===== config.mk =====
export PLATFORM = sky130hd
export DESIGN_NAME = pipe_hazard_ctrl
export DESIGN_NICKNAME = d
export VERILOG_FILES = /design/src/rtl/pipe_hazard_ctrl.sv
export SDC_FILE = /design/constraint.sdc
export NUM_CORES = 1
export LEC_CHECK = 0
export CAP_MARGIN = 15
export CELL_PAD_IN_SITES_DETAIL_PLACEMENT = 1
export CELL_PAD_IN_SITES_GLOBAL_PLACEMENT = 2
export CORE_ASPECT_RATIO = 0.5
export CORE_UTILIZATION = 27
export CTS_BUF_LIST = sky130_fd_sc_hd__clkbuf_4
export DETAILED_ROUTE_END_ITERATION = 16
export PLACE_DENSITY_LB_ADDON = 0.2
export SYNTH_ARGS = -nofsm -noshare
export SYNTH_HDL_FRONTEND = slang
export SYNTH_SLANG_ARGS = --single-unit

===== constraint.sdc =====
create_clock -name clk -period 6.3 [get_ports clk]
set_clock_uncertainty 0.05 [all_clocks]
set_input_delay 1.575 -clock clk [delete_from_list [all_inputs] [get_ports clk]]
set_output_delay 1.575 -clock clk [all_outputs]
set_load 0.005 [all_outputs]

===== src/rtl/pipe_hazard_ctrl.sv =====
// Pipeline controller for the F/D/A/M core: warm-up, load-use bubbles,
// mispredict flushes, debug halt and a saturating bubble counter.
module pipe_hazard_ctrl #(
  parameter int REGNOBITS = 6,
  parameter int WARMUP    = 4,
  parameter int LDLAT     = 1,
  parameter int CNTBITS   = 16
) (
  input  logic                 clk,
  input  logic                 reset,
  input  logic                 tick,
  input  logic [REGNOBITS-1:0] rs_D,
  input  logic [REGNOBITS-1:0] rt_D,
  input  logic                 usert_D,
  input  logic                 valid_D,
  input  logic                 ldvalid_A,
  input  logic [REGNOBITS-1:0] wregno_A,
  input  logic                 mispred_B,
  input  logic                 halt_req,
  output logic                 adv,
  output logic                 stall_F,
  output logic                 stall_D,
  output logic                 bubble_A,
  output logic                 flush_D,
  output logic                 halted,
  output logic [1:0]           state,
  output logic [CNTBITS-1:0]   stallcnt
);

  typedef enum logic [1:0] {
    WARM    = 2'b00,
    RUN     = 2'b01,
    LDSTALL = 2'b10,
    HALT    = 2'b11
  } st_t;

  localparam int WW = (WARMUP > 1) ? $clog2(WARMUP) : 1;
  localparam int LW = (LDLAT > 2) ? $clog2(LDLAT - 1) : 1;
  localparam logic [WW-1:0] WINIT = WW'(WARMUP - 1);
  localparam logic [LW-1:0] LINIT = LW'((LDLAT > 1) ? (LDLAT - 2) : 0);

  st_t           st_q, st_n, cur;
  logic [WW-1:0] wcnt_q, wcnt_n;
  logic [LW-1:0] lcnt_q, lcnt_n;
  logic          loadhaz;

  // Outputs follow WARM while reset is held, whatever the stored state.
  assign cur   = reset ? WARM : st_q;
  assign state = cur;

  assign loadhaz = ldvalid_A & valid_D &
                   ((wregno_A == rs_D) |
                    (usert_D & (wregno_A == rt_D)));

  always_comb begin
    adv      = tick & (cur != HALT);
    stall_F  = 1'b0;
    stall_D  = 1'b0;
    bubble_A = 1'b0;
    flush_D  = 1'b0;
    halted   = 1'b0;
    st_n     = st_q;
    wcnt_n   = wcnt_q;
    lcnt_n   = lcnt_q;
    unique case (cur)
      WARM: begin
        stall_F  = 1'b1;
        bubble_A = 1'b1;
        flush_D  = 1'b1;
        if (adv) begin
          if (wcnt_q == '0) st_n = RUN;
          else wcnt_n = wcnt_q - WW'(1);
        end
      end
      RUN: begin
        if (mispred_B) begin
          flush_D = 1'b1;
        end else if (loadhaz) begin
          stall_F  = 1'b1;
          stall_D  = 1'b1;
          bubble_A = 1'b1;
          if (adv && LDLAT > 1) begin
            st_n   = LDSTALL;
            lcnt_n = LINIT;
          end
        end else if (halt_req) begin
          if (adv) st_n = HALT;
        end
      end
      LDSTALL: begin
        stall_F  = 1'b1;
        stall_D  = 1'b1;
        bubble_A = 1'b1;
        if (adv) begin
          if (lcnt_q == '0) st_n = RUN;
          else lcnt_n = lcnt_q - LW'(1);
        end
      end
      HALT: begin
        halted = 1'b1;
        // Exit cycle does not advance; pipeline resumes next cycle.
        if (tick && !halt_req) st_n = RUN;
      end
    endcase
  end

  always_ff @(posedge clk) begin
    if (reset) begin
      st_q   <= WARM;
      wcnt_q <= WINIT;
      lcnt_q <= '0;
    end else begin
      st_q   <= st_n;
      wcnt_q <= wcnt_n;
      lcnt_q <= lcnt_n;
    end
  end

  always_ff @(posedge clk) begin
    if (reset) begin
      stallcnt <= '0;
    end else if (adv && bubble_A && cur != WARM
                 && stallcnt != {CNTBITS{1'b1}}) begin
      stallcnt <= stallcnt + CNTBITS'(1);
    end
  end

endmodule


# [After elaboration in Yosys (flattened, before gate mapping)]
# Cells that the tools add are included.
[classes] n_reduce_logical=12 n_eq_ne=16 add_sub_neg=3 n_bitwise=6 n_mux=19
[op_table] cell="$mux 2" n=10
[op_table] cell="$ne 2x2->1 const B" n=10
[op_table] cell="$add 16x1->16 const B" n=1
[op_table] cell="$ne 16x16->1 const B" n=1
[op_table] cell="$eq 6x6->1" n=2
[op_table] cell="$reduce_and 9->1" n=1
[op_table] cell="$pmux 2 s4" n=1
[op_table] cell="$pmux 1 s2" n=3
[op_table] cell="$mux 1" n=5
[op_table] cell="$and 1x1->1" n=4
[op_table] cell="$eq 2x2->1 const B" n=2
[op_table] cell="$logic_and 1x1->1" n=4
[op_table] cell="$logic_not 2->1" n=2
[op_table] cell="$reduce_and 3->1" n=1
[op_table] cell="$eq 2x1->1 const B" n=1
[op_table] cell="$reduce_and 2->1" n=1
[op_table] cell="$reduce_bool 2->1" n=1
[op_table] cell="$reduce_or 2->1" n=1
[op_table] cell="$sub 2x1->2 const B" n=1
[op_table] cell="$logic_not 1->1" n=1
[op_table] cell="$not 1->1" n=1
[op_table] cell="$or 1x1->1" n=1
[op_table] cell="$sub 1x1->1 const B" n=1
[totals] regBits=21 in_bits=26 elab_cells=60

# [Logic depth before layout (Yosys ltp)]
[depth] ltp_word=10 mapped_depth=11 mapped_depth_nobuf=10

# [Worst setup path after synthesis]
# No wires, ideal clock.
[synth_timing] path_type="in2out" start="in reset" end="out stall_F" path_buffers=2 path_slack_ps=1468 stages=11 arrival_ps=3207 cell_sequence="inv_2 > nand2_1 > clkinv_1 > ha_1 > nand3_2 > or2_0 > o41ai_2 > a21oi_1 > clkbuf_1 > nor2_1 > buf_4"
[synth_via] elab_chain_len=4
[synth_rtl] element="start, declared" line="10" source="input logic reset,"
[synth_rtl] element="$mux 2 *" line="48" source="assign cur = reset ? WARM : st_q;"
[synth_rtl] element="net state[0]" line="26" source="output logic [1:0] state,"
[synth_rtl] element="$eq 2x2->1 or $logic_not 2->1 (tied branches)"
[synth_rtl] element="$reduce_or 2->1 (no source line)"
[synth_rtl] element="$pmux 1 s2 *"
[synth_rtl] element="end, declared" line="21" source="output logic stall_F,"
# Mark *: on every way through the listed nets, which the timed path passes. The rest lies on a longest branch.

# [Worst setup path in the final report]
[layout_timing] start="in reset" end="out stall_F"
[layout_via] elab_chain_len=4
[layout_rtl] element="$mux 2 *" line="48"
[layout_rtl] element="$eq 2x2->1 or $logic_not 2->1 (tied branches)" line="65" source="unique case (cur)"
[layout_rtl] element="$reduce_or 2->1 (no source line)"
[layout_rtl] element="$pmux 1 s2 *" line="65"
# Mark *: on every way between the ends. The rest lies on a longest branch, timed or not.

==> results <==
## state kept, by name, summed over array words and instances, names as in the netlist
register  count
wcnt_q        2
stallcnt     16
st_q          2
## through the flow
stage | cell area, µm² | total power, mW | setup slack, ps
2_1_floorplan | 1320 | 0.202 | 1470
3_3_place_gp | 1880 | 0.249 | 732
3_5_place_dp | 1880 | 0.253 | 610
4_1_cts | 1910 | 0.318 | 608
5_1_grt | 1910 | 0.333 | 455
6_report | 1910 | 0.312 | 648
## layer usage
| metal | up-vias | global-route usage (%) | share of wire (%) |
|---|---|---|---|
| met1 | 661 | 19.2 | 50 |
| met2 | 33 | 29.1 | 45 |
| met4 | 0 | 2.17 | 0.26 |
| met3 | 2 | 3.69 | 4.6 |
| li1 | 699 | - | - |
| met5 | - | 0 | 0 |
## cell usage after synthesis
cell / n / share of area (%)
xnor2_1: 10 / 6.6
nand3_1: 7 / 2.7
or3_1: 8 / 3.8
o21ai_0: 7 / 2.7
nor3_1: 4 / 1.5
nand3b_1: 1 / 0.57
buf_2: 2 / 0.76
buf_4: 1 / 0.57
o41ai_2: 1 / 1.2
nor2_1: 11 / 3.1
nand3_2: 1 / 0.76
xor2_1: 3 / 2.0
o21ai_1: 3 / 1.1
ha_1: 6 / 5.7
clkbuf_1: 4 / 1.1
or2_2: 1 / 0.47
nor3b_1: 3 / 1.7
or3b_1: 1 / 0.66
mux2_1: 3 / 2.6
inv_1: 5 / 1.4
nor2b_1: 4 / 1.9
o21bai_1: 1 / 0.57
nand2b_1: 2 / 0.95
nand2_1: 9 / 2.6
a21oi_1: 17 / 6.4
o221a_2: 1 / 0.85
nand4_1: 8 / 3.8
o31ai_1: 4 / 2.3
and3_1: 5 / 2.4
o21a_1: 2 / 1.1
and4_1: 2 / 1.3
a21o_1: 1 / 0.57
clkinv_1: 1 / 0.28
o211ai_1: 1 / 0.57
or4_1: 4 / 2.3
inv_2: 1 / 0.28
or2_0: 1 / 0.47
dfxtp_1: 20 / 30
## logic make-up after synthesis
logic type      after synthesis  share of synthesized area, %
compound gates               38                          17.4
xor+xnor                     13                          8.63
flops                        20                          30.3
fa+ha+maj                     6                          5.69
simple gates                 72                          30.9
mux                           3                          2.56
buf+inv                      14                          4.45
## path summary, 6_finish.rpt
| check | start | end | slack [ps] | cells after the start |
|---|---|---|---|---|
| max | reset | stall_F | 650 | 11 |
| min | st_q[0] | st_q[0] | 430 | 1 |
| max reg2reg | st_q[0] | stallcnt[10] | 3640 | 8 |
| min reg2reg | st_q[0] | st_q[0] | 430 | 1 |
## worst max-delay path: stages
cell,delay [ps]
clkdlybuf4s50_1,430
inv_2,110
nand2_1,110
clkinv_1,120
ha_1,250
nand3_2,110
or2_0,230
o41ai_2,380
a21oi_2,70
nor2_1,120
clkdlybuf4s50_1,520
## power by group through the flow
stage	Clock, mW	Sequential [mW]	Combinational [mW]
3_3_place_gp	0	0.142	0.107
4_1_cts	0.0678	0.139	0.111
5_1_grt	0.0725	0.141	0.120
2_1_floorplan	0	0.141	0.0605
3_5_place_dp	0	0.142	0.111
6_report	0.0635	0.139	0.109
## area by class of cell
type | instances | area share (%)
multi-input cells | 132 | 45.4
repair buffers | 51 | 26.5
flip-flops and latches | 20 | 21.0
well taps | 66 | 4.33
inverters | 7 | 1.38
clock buffers | 3 | 1.18
clock inverters | 1 | 0.197
==> run metrics <==
# Max-Cap Violations 0; Avg WL per Cell 13.7 µm; PortBufs 49; Synth Warn # 0; Final Critical Period 5650 ps; number of vias per cell ~5; Int Pwr between 0.2 and 0.25 mW; share of cells above drive strength 1 around 5.1%; Routed WL roughly 3.8 mm; Nets 247; Fin. Hold Viols 0; router iterations before antenna repair 4; Post-CTS Repair Setup Buffers 0; Worst setup SP type input pin; clock tree buffer depth 2; synthesized cell area ~0.0013 mm²; clock network fraction of total power 20.3%; status finished, final reports clean; fin. max-slew vios 0; slew margin rel. 69.2%; Worst Max-Slew Pin Slew 461 ps; DRC 0; multi-input logic area about 860 µm²; sequential fraction of design power between 40% and 50%; sw frac approximately a third; commonest non-fill, non-tap cell in the layout clkdlybuf4s50_1; initial antenna violation count 0; DR vias 1395; full die area 0.00519 mm²; HP Class register to register; Yosys cell types 38; Fin Hold WS between 400 and 500 ps; dpl hpwl about 3.0 mm; CP Capture Type output port; Placed Cells between 200 and 300; largest net degree at the start of global routing 30; placer congestion estimate about 0.72; CTS H-tree lvls 1; RSZ-0062 raised after global routing false; clk slew on worst S/H paths 110 ps; Sequential cell area 400 µm²; Rows 17; vias in the first global route 1400; Post-CTS Hold Buffers 0; Critical Path RT 4680 ps; Yosys reg bits 20; CTS tree built; CP Class input pin to output port; synthesis-to-layout area growth 44.4%; TritonCTS Buffers 3; power density cells between 150 and 200 mW/mm²; antenna fix cells 0; Fillers between 500 and 600; GRT Overall Usage approximately 16%; setup TNS 0 ps; initial core utilization between 20% and 30%; Mapped Nets approximately 200; Post-Synthesis Cells approximately 170; clk_lat worst skew about 300 ps; Sink Count 20; Comb pwr share roughly a third; floorplan core area roughly 0.0046 mm²; Crit Path Max Fanout 6; average size of a mapped cell between 7 and 8 µm²; Post-CTS Resized 0; Detail Route Antenna Nets 0; most frequent cells in the layout clkdlybuf4s50_1, dfxtp_1, a21oi_1, nor2_1, xnor2_1; Finish-stage setup viols 0; global-route wire length before repair between 6 and 7 mm; WP data arrival roughly 4000 ps; register area share after synthesis approximately 30%; number of I/O pins 50; Peak VDD IR between 0.00005 and 0.00006 V; Achievable Freq roughly 180 MHz; grt total ovfl 0; Chip Width between 100 and 150 µm; DR iter-0 viols 67; clock root cell clkbuf_4; Non-Filler Instances 280; leakage power approximately 0.68 nW; fin util a little over two fifths; Tcrit/Tclk final approximately 90%; switching pwr ~0.1 mW; Die Span Y slightly above 50 µm
(Power assumes the default switching activity.)
